===== config.mk =====
export PLATFORM = sky130hd
export DESIGN_NAME = spart_tx
export DESIGN_NICKNAME = d
export VERILOG_FILES = /design/src/rtl/spart_tx.sv
export SDC_FILE = /design/constraint.sdc
export NUM_CORES = 1
export LEC_CHECK = 0
export BUFFER_PORTS_ARGS = -buffer_cell sky130_fd_sc_hd__buf_2
export CAP_MARGIN = 20
export CORE_MARGIN = 8
export CORE_UTILIZATION = 28
export CTS_CLUSTER_DIAMETER = 100
export CTS_CLUSTER_SIZE = 20
export DETAILED_ROUTE_END_ITERATION = 8
export SETUP_SLACK_MARGIN = 0.15
export SYNTH_ARGS = -nofsm -noshare
export SYNTH_HDL_FRONTEND = slang
export SYNTH_SLANG_ARGS = --single-unit

===== constraint.sdc =====
create_clock -name clk -period 2.3 [get_ports clk]
set_input_delay 0.23 -clock clk [delete_from_list [all_inputs] [get_ports clk]]
set_output_delay 0.23 -clock clk [all_outputs]
set_load 0.005 [all_outputs]

===== src/rtl/spart_tx.sv =====
// spart_tx: transmit half of the SPART.
// Decodes cpu I/O writes into a one-byte transmit holding register and a
// 16-bit baud divisor (DB), then serialises bytes LSB first on txd.
// Optional build macro SPART_TX_PARITY_EN: when defined, an even-parity bit
// is sent between the data bits and the stop bit (11-bit frames); when
// undefined, frames are plain 8N1 (10 bits).
module spart_tx #(
    parameter logic [15:0] DIV_RESET  = 16'd325,
    parameter int          OVERSAMPLE = 16
) (
    input  logic       clk,
    input  logic       rst,
    input  logic       iocs,
    input  logic       iorw,
    input  logic [1:0] ioaddr,
    input  logic [7:0] databus_in,
    output logic       txd,
    output logic       tbr
);

    typedef enum logic [2:0] {
        IDLE,
        START,
        DATA,
`ifdef SPART_TX_PARITY_EN
        PARITY,
`endif
        STOP
    } state_t;

    state_t      state;
    logic [15:0] db;
    logic [15:0] baud_cnt;
    logic [3:0]  sample_cnt;
    logic [2:0]  bit_cnt;
    logic [7:0]  hold;
    logic [7:0]  shifter;
    logic        par_bit;

    logic wr;
    logic baud_en;
    logic bit_end;
    logic load;

    // Write strobe, baud enable, end-of-bit and shifter-load conditions.
    // A load happens only with the holding register full (tbr=0): from IDLE
    // at once, or at the end of a stop bit for back-to-back frames.
    always_comb begin
        wr      = iocs & ~iorw;
        baud_en = (state != IDLE) && (baud_cnt == 16'd0);
        bit_end = baud_en && (sample_cnt == 4'(OVERSAMPLE - 1));
        load    = ~tbr && ((state == IDLE) || ((state == STOP) && bit_end));
    end

    // Baud divisor register, written a byte at a time by the cpu.
    // NOTE: sequential state is always assigned with <= so every register
    // samples pre-edge values and block ordering cannot change behaviour.
    always_ff @(posedge clk) begin
        if (rst) begin
            db <= DIV_RESET;
        end else begin
            if (wr && ioaddr == 2'b10) db[7:0]  <= databus_in;
            if (wr && ioaddr == 2'b11) db[15:8] <= databus_in;
        end
    end

    // Holding register and tbr: accept a byte only when empty, free it on load.
    always_ff @(posedge clk) begin
        if (rst) begin
            hold <= 8'h00;
            tbr  <= 1'b1;
        end else if (load) begin
            tbr <= 1'b1;
        end else if (wr && ioaddr == 2'b00 && tbr) begin
            hold <= databus_in;
            tbr  <= 1'b0;
        end
    end

    // Baud and sample counters; both restart on a load so every bit has the
    // same length, and a new DB takes effect at the next reload.
    always_ff @(posedge clk) begin
        if (rst) begin
            baud_cnt   <= 16'd0;
            sample_cnt <= 4'd0;
        end else if (load) begin
            baud_cnt   <= db;
            sample_cnt <= 4'd0;
        end else if (state != IDLE) begin
            if (baud_cnt == 16'd0) begin
                baud_cnt   <= db;
                sample_cnt <= sample_cnt + 4'd1;
            end else begin
                baud_cnt <= baud_cnt - 16'd1;
            end
        end
    end

    // Frame FSM with registered txd; txd follows the state one clock later.
    always_ff @(posedge clk) begin
        if (rst) begin
            state   <= IDLE;
            txd     <= 1'b1;
            shifter <= 8'h00;
            par_bit <= 1'b0;
            bit_cnt <= 3'd0;
        end else begin
            case (state)
                START:   txd <= 1'b0;
                DATA:    txd <= shifter[0];
`ifdef SPART_TX_PARITY_EN
                PARITY:  txd <= par_bit;
`endif
                default: txd <= 1'b1;
            endcase

            if (load) begin
                shifter <= hold;
                par_bit <= ^hold;
                bit_cnt <= 3'd0;
                state   <= START;
            end else if (bit_end) begin
                case (state)
                    START: begin
                        bit_cnt <= 3'd0;
                        state   <= DATA;
                    end
                    DATA: begin
                        shifter <= {1'b0, shifter[7:1]};
                        bit_cnt <= bit_cnt + 3'd1;
                        if (bit_cnt == 3'd7) begin
`ifdef SPART_TX_PARITY_EN
                            state <= PARITY;
`else
                            state <= STOP;
`endif
                        end
                    end
`ifdef SPART_TX_PARITY_EN
                    PARITY:  state <= STOP;
`endif
                    STOP:    state <= IDLE;
                    default: state <= IDLE;
                endcase
            end
        end
    end

endmodule

# Word level (Yosys, flattened, before mapping)
# Index checks and enable logic that the tools add are counted.
# totals
ff_bits	60
wordCells	63
output_inout_bits	2
# classes
eq_ne	9
bitwise_logic	4
n_reduce_logical	24
n_addsub	3
muxes	12
# op_table
op	count
$mux 16	3
$mux 8	3
$logic_not 16->1	1
$sub 16x1->16 const B	1
$pmux 3 s2	2
$reduce_and 2->1	6
$logic_and 1x1->1	8
$reduce_bool 2->1	4
$eq 3x2->1 const B	2
$add 4x1->4 const B	1
$eq 2x2->1 const B	2
$eq 4x4->1 const B	1
$add 3x1->3 const B	1
$eq 3x1->1 const B	1
$eq 3x3->1 const B	1
$logic_not 3->1	1
$mux 3	1
$ne 3x3->1 const B	1
$not 1->1	3
$reduce_bool 3->1	1
$logic_not 2->1	1
$mux 1	2
$ne 2x2->1 const B	1
$pmux 1 s2	1
other kinds (3)	3

# Depth between registers and ports, before layout
# Gate-level depths: netlist of the first run.
# logic_depth
ltp_word	8
depth_mapped	8

# Worst setup path after synthesis of the first run
# Ideal clock, no wire load.
# synth_path
kind	register to register
startpoint	register baud_cnt[0]
endpoint	register baud_cnt[1]
period_less_slack_ns	2.127
path_buffers	1
setup_time_ns	0.133
t_arrival_ns	1.994
setup_slack_ns	0.173
path_stages_with_launch	9
path_cell_list	dfxtp_1 -> inv_1 -> ha_1 -> or4b_1 -> or3_1 -> buf_6 -> o31ai_4 -> nor2b_1 -> a2111oi_2
# synth_via
elab_chain_cells	7
word_cells_on_any_way	11
classes_between	add/sub: 1; mux: 3; reduce/logical: 7
# synth_lines
element	line	source
start, declared	33	logic [15:0] baud_cnt;
start signal, assigned	94	baud_cnt <= baud_cnt - 16'd1;
branches (longest 7 deep; another with $sub 16x1->16)	-	
# Several ways; the timed one is not identified. The select of a mux whose other input is x is not followed.
# A chain may end at the register's enable or synchronous reset.

# Final worst setup path of the first run
# layout_path
startpoint	register baud_cnt[0]
endpoint	register baud_cnt[8]
# Same word-level chain as after synthesis.

==> qor.txt, run 1 <==
Vias per cell: 5.07
CTS tree: built
Post-synth EDFFs: 0
Highest Clock Rate: 468 MHz
Largest net degree at the start of global routing: 34
Root buffer cell: clkbuf_8
GPL Wtd Cong: 0.824
Synth warn: 0
Total track usage: 0.109
Initial antenna violation count: 0
Ant diodes: 0
Max-slew violations: 0
Register area share after synthesis: 0.395
I/O Buffers: 15
Finish-stage setup viols: 0
Yosys top cell area share: 0.395
Pleak: 1.43 nW
Worst R2R Setup Slack: 160 ps
DIE AREA: 14,200 sq um
Fillers: 1,111
Clk sink count: 59
Yosys top cell by area: dfxtp_1
WL final: 7590 um
Slew HR: 0.646
Die width: 119 um
H-tree levels: 3
RSZ-0062 raised after global routing: true
1st-iter DRT viols: 109
Reg-to-Reg Start: baud_cnt[0]
Critical path startpoint: baud_cnt[0]
Status: finished, final reports clean
Register area: 1180 sq um
Global-route wire length before repair: 12,600 um
Min cycle time layout: 2140 ps
Fin util: 0.350
Multi-input gate area: 1740 sq um
Die height: 119 um
Global-route track usage on met2: 0.167
Critical path type: flip-flop to flip-flop
Worst min path class: input pin to flip-flop
Cells after Synth: 364
Global route overflow: 0
Total core area: 10,400 sq um
Worst-path clk slew: 70 ps
Peak supply drop: 0.385 mV
Layout area overhead: 21.6%
Grt met3 use: 0.0217
Largest cells by area after synthesis: dfxtp_1 (40%), nand2_1 (7.7%), a21oi_1 (5.0%)
Drt pass-1 iters: 5
Syn_area_per_cell: 8.21 sq um
Nature of the critical path startpoint: flip-flop
Number of global-route vias before repair: 2,617
Worst Skew: 7.22 ps
HP Start: databus_in[0]
Avg WL per Cell: 14.2 um
Pwr dens: 968 nW/um^2
Fin. Hold Viols: 0
Final nets: 416
Rows: 37
DRC: 0
Max Cap Viol: 0
Layout cell share with drive strength beyond 1: 0.198
DP Wirelength: 5420 um
Initial Util: 0.288
Met1 usage: 0.142
Yosys reg bits: 59
Max clock buf depth: 2
Async SR Flop Fraction: 0
Syn nets: 387
CTS Buf Count: 9
Clk_lat worst skew: 340 ps
Final critical-path share of the clock period: 0.928
Worst path arrival time: 2390 ps
GRT Max-Usage Layer: met2
Post-Syn Area: 2990 sq um
Crit-path max FO: 5
Slew @ Worst Pin: 529 ps
Via count: 2,709
Worst Path Required: 2560 ps
Post-synth top flop: dfxtp_1
Crit. End Element: flip-flop
I/O pin cnt: 16
Setup_tns: 0 ps
Synth cell types: 50
Post-route ant nets: 0
synthesized netlist by cell type, types with 3 or more instances:
master,n
clkbuf_1,19
a31oi_1,12
nand2b_1,10
dfxtp_1,59
o21ai_0,4
nand3_1,15
nor4b_1,4
buf_2,3
nand2_1,61
inv_1,8
mux2i_1,14
and3_1,5
a311oi_1,7
nor3_1,10
nor2_1,32
ha_1,9
xnor2_1,3
or3_1,7
nor2b_1,4
nand3b_1,7
a21oi_1,30
nor3b_1,4
state kept, by name, indices dropped and copies added, names as in the netlist:
signal / count
bit_cnt: 3
txd: 1
sample_cnt: 4
baud_cnt: 16
state: 2
tbr: 1
db: 16
shifter: 8
hold: 8
cell usage in the layout (no fill, tap or decap), types with 6 or more instances in the layout:
cell type	n
nand2_1	61
nor3_1	10
or3_1	6
a31oi_1	12
a311oi_1	7
nand3_1	15
ha_1	8
buf_2	15
mux2i_1	14
nand2b_1	10
inv_1	6
nor2_1	32
buf_4	23
clkbuf_8	11
a21oi_1	28
nand3b_1	7
dfxtp_1	58
worst max-delay path, stage by stage, from the launching register on:
cell and delay [ps]:
dfxtp_2 320, inv_2 70, ha_4 120, or4b_4 460, or3_4 390, o31ai_4 320, buf_4 170, a21oi_2 50
a31oi_1 150
logic make-up after synthesis:
family | after synthesis | share of synthesized area
compound gates | 76 | 0.176
xor+xnor | 3 | 0.00879
fa+ha+maj | 9 | 0.0377
buf+inv | 31 | 0.0427
flops | 59 | 0.395
mux | 14 | 0.0469
simple gates | 172 | 0.293
per-stage QoR:
stage / total power (W) / instance area (sq um) / hold slack, ps / setup WS [ps] / instances
6_report: 0.00352 / 3630 / 159 / 165 / 534
5_1_grt: 0.00370 / 3630 / 159 / 66.4 / 534
4_1_cts: 0.00347 / 3570 / 144 / 155 / 532
3_5_place_dp: 0.00230 / 3310 / 451 / 39.6 / 515
3_3_place_gp: 0.00228 / 3310 / 442 / 114 / 515
2_1_floorplan: 0.00190 / 2990 / 351 / 173 / 364
report_power, final:
part / internal (W) / switching (W) / total, W
Clock: 0.000668 / 0.000416 / 0.00108
Sequential: 0.00108 / 0.0000679 / 0.00115
Combinational: 0.000563 / 0.000720 / 0.00128
Total: 0.00231 / 0.00120 / 0.00352
layout make-up:
| cell class | count | area share |
|---|---|---|
| multi-input combinational | 274 | 0.479 |
| clock inverter | 4 | 0.0200 |
| sequential | 59 | 0.325 |
| inverter | 8 | 0.00826 |
| clock buffer | 12 | 0.0427 |
| timing repair buffer | 41 | 0.0775 |
| tap | 136 | 0.0468 |
what timing repair did:
item                                    CTS  global route
hold buffers                              0             0
resized for setup                         7            13
pin swaps                                 4             4
endpoints found under the setup margin   12            27
setup buffers                             1             2
gates cloned                              0             0
per-layer routing:
metal	wire length, um	up-vias
li1	-	1361
met1	3610	1265
met2	3500	72
met3	349	11
met4	127	0
met5	0	-
worst paths after layout:
path / to / cells past startpoint
max: baud_cnt[8] / 8
min: db[8] / 3
max reg2reg: baud_cnt[8] / 8
min reg2reg: db[11] / 2
(Power assumes the default switching activity.)
==> run 2: changes to the inputs <==
--- a/config.mk
+++ b/config.mk
@@ -9,6 +9,7 @@
 export CAP_MARGIN = 20
 export CORE_MARGIN = 8
 export CORE_UTILIZATION = 28
+export CTS_BUF_LIST = sky130_fd_sc_hd__clkbuf_8
 export CTS_CLUSTER_DIAMETER = 100
 export CTS_CLUSTER_SIZE = 20
 export DETAILED_ROUTE_END_ITERATION = 8
==> qor.txt, run 2 (synthesis results as in run 1) <==
Setup_tns: 0 ps
I/O pin cnt: 16
Final critical-path share of the clock period: 0.929
Worst Path Buf+Inv: 2
Max-slew violations: 0
Via count: 2,718
Slew @ Worst Pin: 529 ps
RR Endpoint: baud_cnt[8]
Clk sink count: 59
Fin Hold WS: 159 ps
GPL Wtd Cong: 0.824
Clk_lat worst skew: 340 ps
Worst path arrival time: 2390 ps
Vias per cell: 5.09
Pwr dens: 967 nW/um^2
Max clock buf depth: 2
Initial antenna violation count: 0
Worst-path clk slew: 70 ps
Layout cell share with drive strength beyond 1: 0.198
Worst path slowest cell: or4b_4
Worst min path class: input pin to flip-flop
Initial Util: 0.288
Min cycle time layout: 2140 ps
Max Cap Viol: 0
Critical path type: flip-flop to flip-flop
Root buffer cell: clkbuf_8
Post-route ant nets: 0
Total core area: 10,400 sq um
HP Start: databus_in[0]
Worst R2R Setup Slack: 160 ps
Most frequent cells in the layout: nand2_1 (61), dfxtp_1 (58), nor2_1 (32), a21oi_1 (28), buf_4 (23)
Cell class contributing the biggest share of worst-path delay: simple AND/OR/NAND/NOR gates
Total track usage: 0.109
RSZ-0062 raised after global routing: true
Die height: 119 um
Avg WL per Cell: 14.2 um
CTS Buf Count: 9
Pleak: 1.44 nW
Die width: 119 um
Nature of the critical path startpoint: flip-flop
Status: finished, final reports clean
Final nets: 416
CTS tree: built
R2R cell count: 8
Crit-path max FO: 5
CP Cell Sequence: inv_2, ha_4, or4b_4, or3_4, o31ai_4, buf_4, a21oi_2, a31oi_1
DIE AREA: 14,200 sq um
I/O Buffers: 15
Peak supply drop: 0.384 mV
Number of global-route vias before repair: 2,617
1st-iter DRT viols: 107
Ant diodes: 0
Crit. path cell count: 8
Layout area overhead: 21.6%
DRC: 0
Global route overflow: 0
Worst Skew: 7.22 ps
Biggest regs: baud_cnt (16), db (16)
Worst Hold Depth: 3
Reg-to-Reg Start: baud_cnt[0]
Worst Path Required: 2560 ps
Drt pass-1 iters: 5
Global-route wire length before repair: 12,600 um
Most common cell after layout, fill and taps aside: nand2_1
H-tree levels: 3
Rows: 37
Crit. End Element: flip-flop
Highest Clock Rate: 468 MHz
Hold endpoint: db[8]
WL final: 7610 um
Finish-stage setup viols: 0
Slew HR: 0.646
Fin. Hold Viols: 0
Largest net degree at the start of global routing: 34
DP Wirelength: 5420 um
Max stage delay on crit path: 460 ps
## run 2: worst max path at each step
stage	start	end	slack (ps)
3_5_place_dp	baud_cnt[0]	sample_cnt[1]	40
2_1_floorplan	baud_cnt[0]	baud_cnt[1]	170
4_1_cts	baud_cnt[1]	baud_cnt[5]	160
6_report	baud_cnt[0]	baud_cnt[8]	160
5_1_grt	baud_cnt[0]	baud_cnt[14]	70
3_3_place_gp	baud_cnt[0]	baud_cnt[1]	110
## run 2: area by class of cell
type,count,area (sq um)
fillers,1111,6740
multi-input cells,274,1740
flip-flops and latches,59,1180
repair buffers,41,282
well taps,136,170
clock buffers,11,151
clock inverters,5,76.3
inverters,8,30.0
## run 2: stage by stage
stage | instances | setup slack, ps | total power, W | instance area (sq um) | util
after floorplan | 364 | 173 | 0.00190 | 2990 | -
final | 534 | 164 | 0.00351 | 3630 | 0.350
after global placement | 515 | 114 | 0.00228 | 3310 | 0.319
after global routing | 534 | 66.4 | 0.00369 | 3630 | 0.350
after CTS | 532 | 155 | 0.00347 | 3570 | 0.345
after detailed placement | 515 | 39.6 | 0.00230 | 3310 | 0.319
## run 2: where the power goes
part	internal [W]	switching [W]	total, W
Combinational	0.000563	0.000722	0.00129
Sequential	0.00108	0.0000676	0.00115
Clock	0.000663	0.000416	0.00108
Total	0.00231	0.00121	0.00351
## run 2: worst register-to-register path, delay by kind of cell, from the launching register on
kind                       cells  cell delay, ps
AOI/OAI and AO/OA              3             520
adders and majority gates      1             120
buffers and inverters          2             240
DFF                            1             320
and+or+nand+nor                2             850
## run 2: what timing repair did
| item | in CTS | in global routing |
|---|---|---|
| pin swaps | 4 | 4 |
| buffers inserted | 1 | 2 |
| cloned | 0 | 0 |
| gates resized for setup | 7 | 13 |
| endpoints found under the setup margin | 12 | 27 |
| hold buffers | 0 | 0 |
## run 2: metal layers
layer | vias up | part of all wire | wire, um | global-route usage
li1 | 1364 | - | - | -
met1 | 1263 | 0.48 | 3620 | 0.142
met2 | 78 | 0.46 | 3500 | 0.167
met3 | 13 | 0.047 | 358 | 0.0217
met4 | 0 | 0.018 | 138 | 0.0554
met5 | - | 0 | 0 | 0
==> run 3: changes to the inputs <==
==> constraint.sdc (replaced) <==
create_clock -name clk -period 2.27 [get_ports clk]
set_input_delay 0.227 -clock clk [delete_from_list [all_inputs] [get_ports clk]]
set_output_delay 0.227 -clock clk [all_outputs]
set_load 0.005 [all_outputs]
==> qor.txt, run 3 (synthesis results as in run 1) <==
Status: finished, final reports clean
Worst path arrival time: 2390 ps
Clk_lat worst skew: 350 ps
Final critical-path share of the clock period: 0.935
Worst Path Required: 2540 ps
Slew HR: 0.561
Register area: 1180 sq um
Worst path slowest cell: or4b_4
Fin. Hold Viols: 0
Root buffer cell: clkbuf_8
Finish-stage setup viols: 0
Critical path startpoint: baud_cnt[0]
Crit-path max FO: 7
Crit. path cell count: 8
CTS tree: built
Reg-to-Reg Start: baud_cnt[0]
Global-route wire length before repair: 13,200 um
Crit. End Element: flip-flop
Layout area overhead: 23.3%
Pre-CTS WS: -48.0 ps
Placed cell areas: 3360 sq um
Worst min path class: input pin to flip-flop
Avg WL per Cell: 14.6 um
I/O Buffers: 15
DP Cell Count: 521
Initial antenna violation count: 0
RSZ-0062 raised after global routing: true
Worst-path clk slew: 70 ps
Die width: 119 um
Biggest regs: baud_cnt (16), db (16)
GPL Wtd Cong: 0.834
Multi-input gate area: 1770 sq um
Vias per cell: 5.10
Initial Util: 0.288
Worst Skew: 7.09 ps
Highest Clock Rate: 471 MHz
Critical path type: flip-flop to flip-flop
Largest net degree at the start of global routing: 34
Die height: 119 um
DIE AREA: 14,200 sq um
Final nets: 421
Min cycle time layout: 2120 ps
Setup ws final: 148 ps
Worst R2R Setup Slack: 150 ps
Most common cell after layout, fill and taps aside: nand2_1
Global route overflow: 0
Slew @ Worst Pin: 658 ps
Ant diodes: 0
DRC: 0
WL final: 7850 um
Drt pass-1 iters: 4
Max clock buf depth: 2
Number of global-route vias before repair: 2,755
Fin Hold WS: 139 ps
Most frequent cells in the layout: nand2_1 (61), dfxtp_1 (57), nor2_1 (32), a21oi_1 (29), buf_4 (29)
I/O pin cnt: 16
CP Cell Sequence: inv_2, ha_4, or4b_4, or3_4, o31ai_4, buf_6, a21oi_1, a31oi_1
1st-iter DRT viols: 148
Nature of the critical path startpoint: flip-flop
Setup crit end: baud_cnt[8]
Peak supply drop: 0.451 mV
RR Endpoint: baud_cnt[8]
Pwr dens: 964 nW/um^2
R2R cell count: 8
Clk sink count: 59
Fillers: 1,101
DP Wirelength: 5570 um
Worst Path Buf+Inv: 2
Cell class contributing the biggest share of worst-path delay: simple AND/OR/NAND/NOR gates
Rows: 37
CTS Buf Count: 9
Max stage delay on crit path: 460 ps
Max Cap Viol: 0
Layout cell share with drive strength beyond 1: 0.218
H-tree levels: 3
Max-slew violations: 0
Finished Cell Area: 3690 sq um
Total track usage: 0.114
Via count: 2,748
Total core area: 10,400 sq um
Post-route non-filler standard cell count: 539
Pleak: 1.45 nW
Post-route ant nets: 0
-- run 3: changes by cell type in the layout (fill, tap and decap cells not counted), sizes merged --
cell	before	now
buf	41	46
bufinv	2	1
clkinvlp	1	3
inv	9	8
-- run 3: layout make-up --
cell class	count	share of cell area
multi-input cells	274	0.481
flip-flops and latches	59	0.321
repair buffers	46	0.0855
well taps	136	0.0462
clock buffers	11	0.0411
clock inverters	5	0.0166
inverters	8	0.00815
-- run 3: timing repair --
item,4_1_cts,5_1_grt
setup buffers,2,0
pin swaps,6,11
hold buffers,0,0
gates resized for setup,11,14
setup endpoints to repair,21,22
-- run 3: layer usage --
layer,part of all wire,global-route usage,up-vias,wire length (um)
li1,-,-,1369,-
met3,0.044,0.0331,10,342
met5,0,0,-,0
met1,0.46,0.138,1305,3640
met2,0.48,0.184,64,3750
met4,0.015,0.0523,0,119
-- run 3: where the power goes --
group / leakage, nW / internal, W / switching (W)
sequential: 0.479 / 0.00110 / 0.0000624
combinational: 0.878 / 0.000598 / 0.000782
clock: 0.0978 / 0.000568 / 0.000447
-- run 3: worst register-to-register path, cell delays in order (launching register included) --
cell	delay [ps]
dfxtp_2	320
inv_2	70
ha_4	130
or4b_4	460
or3_4	430
o31ai_4	250
buf_6	160
a21oi_1	60
a31oi_1	160
-- run 3: worst min-delay path by stage --
stage                 end           from  cells after the start
5_1_grt             db[3]  databus_in[3]                      3
3_3_place_gp   bit_cnt[2]     bit_cnt[2]                      2
2_1_floorplan       db[0]  databus_in[0]                      2
3_5_place_dp       db[15]         db[15]                      2
6_report            db[6]  databus_in[6]                      3
4_1_cts             db[6]  databus_in[6]                      3
-- run 3: metrics by stage --
| stage | total power [W] | TNS (ps) | utilization |
|---|---|---|---|
| global route | 0.00374 | 0 | 0.355 |
| floorplan | 0.00192 | 0 | - |
| CTS | 0.00351 | 0 | 0.350 |
| global placement | 0.00239 | 0 | 0.324 |
| detailed placement | 0.00241 | -96.1 | 0.324 |
| finish | 0.00355 | 0 | 0.355 |
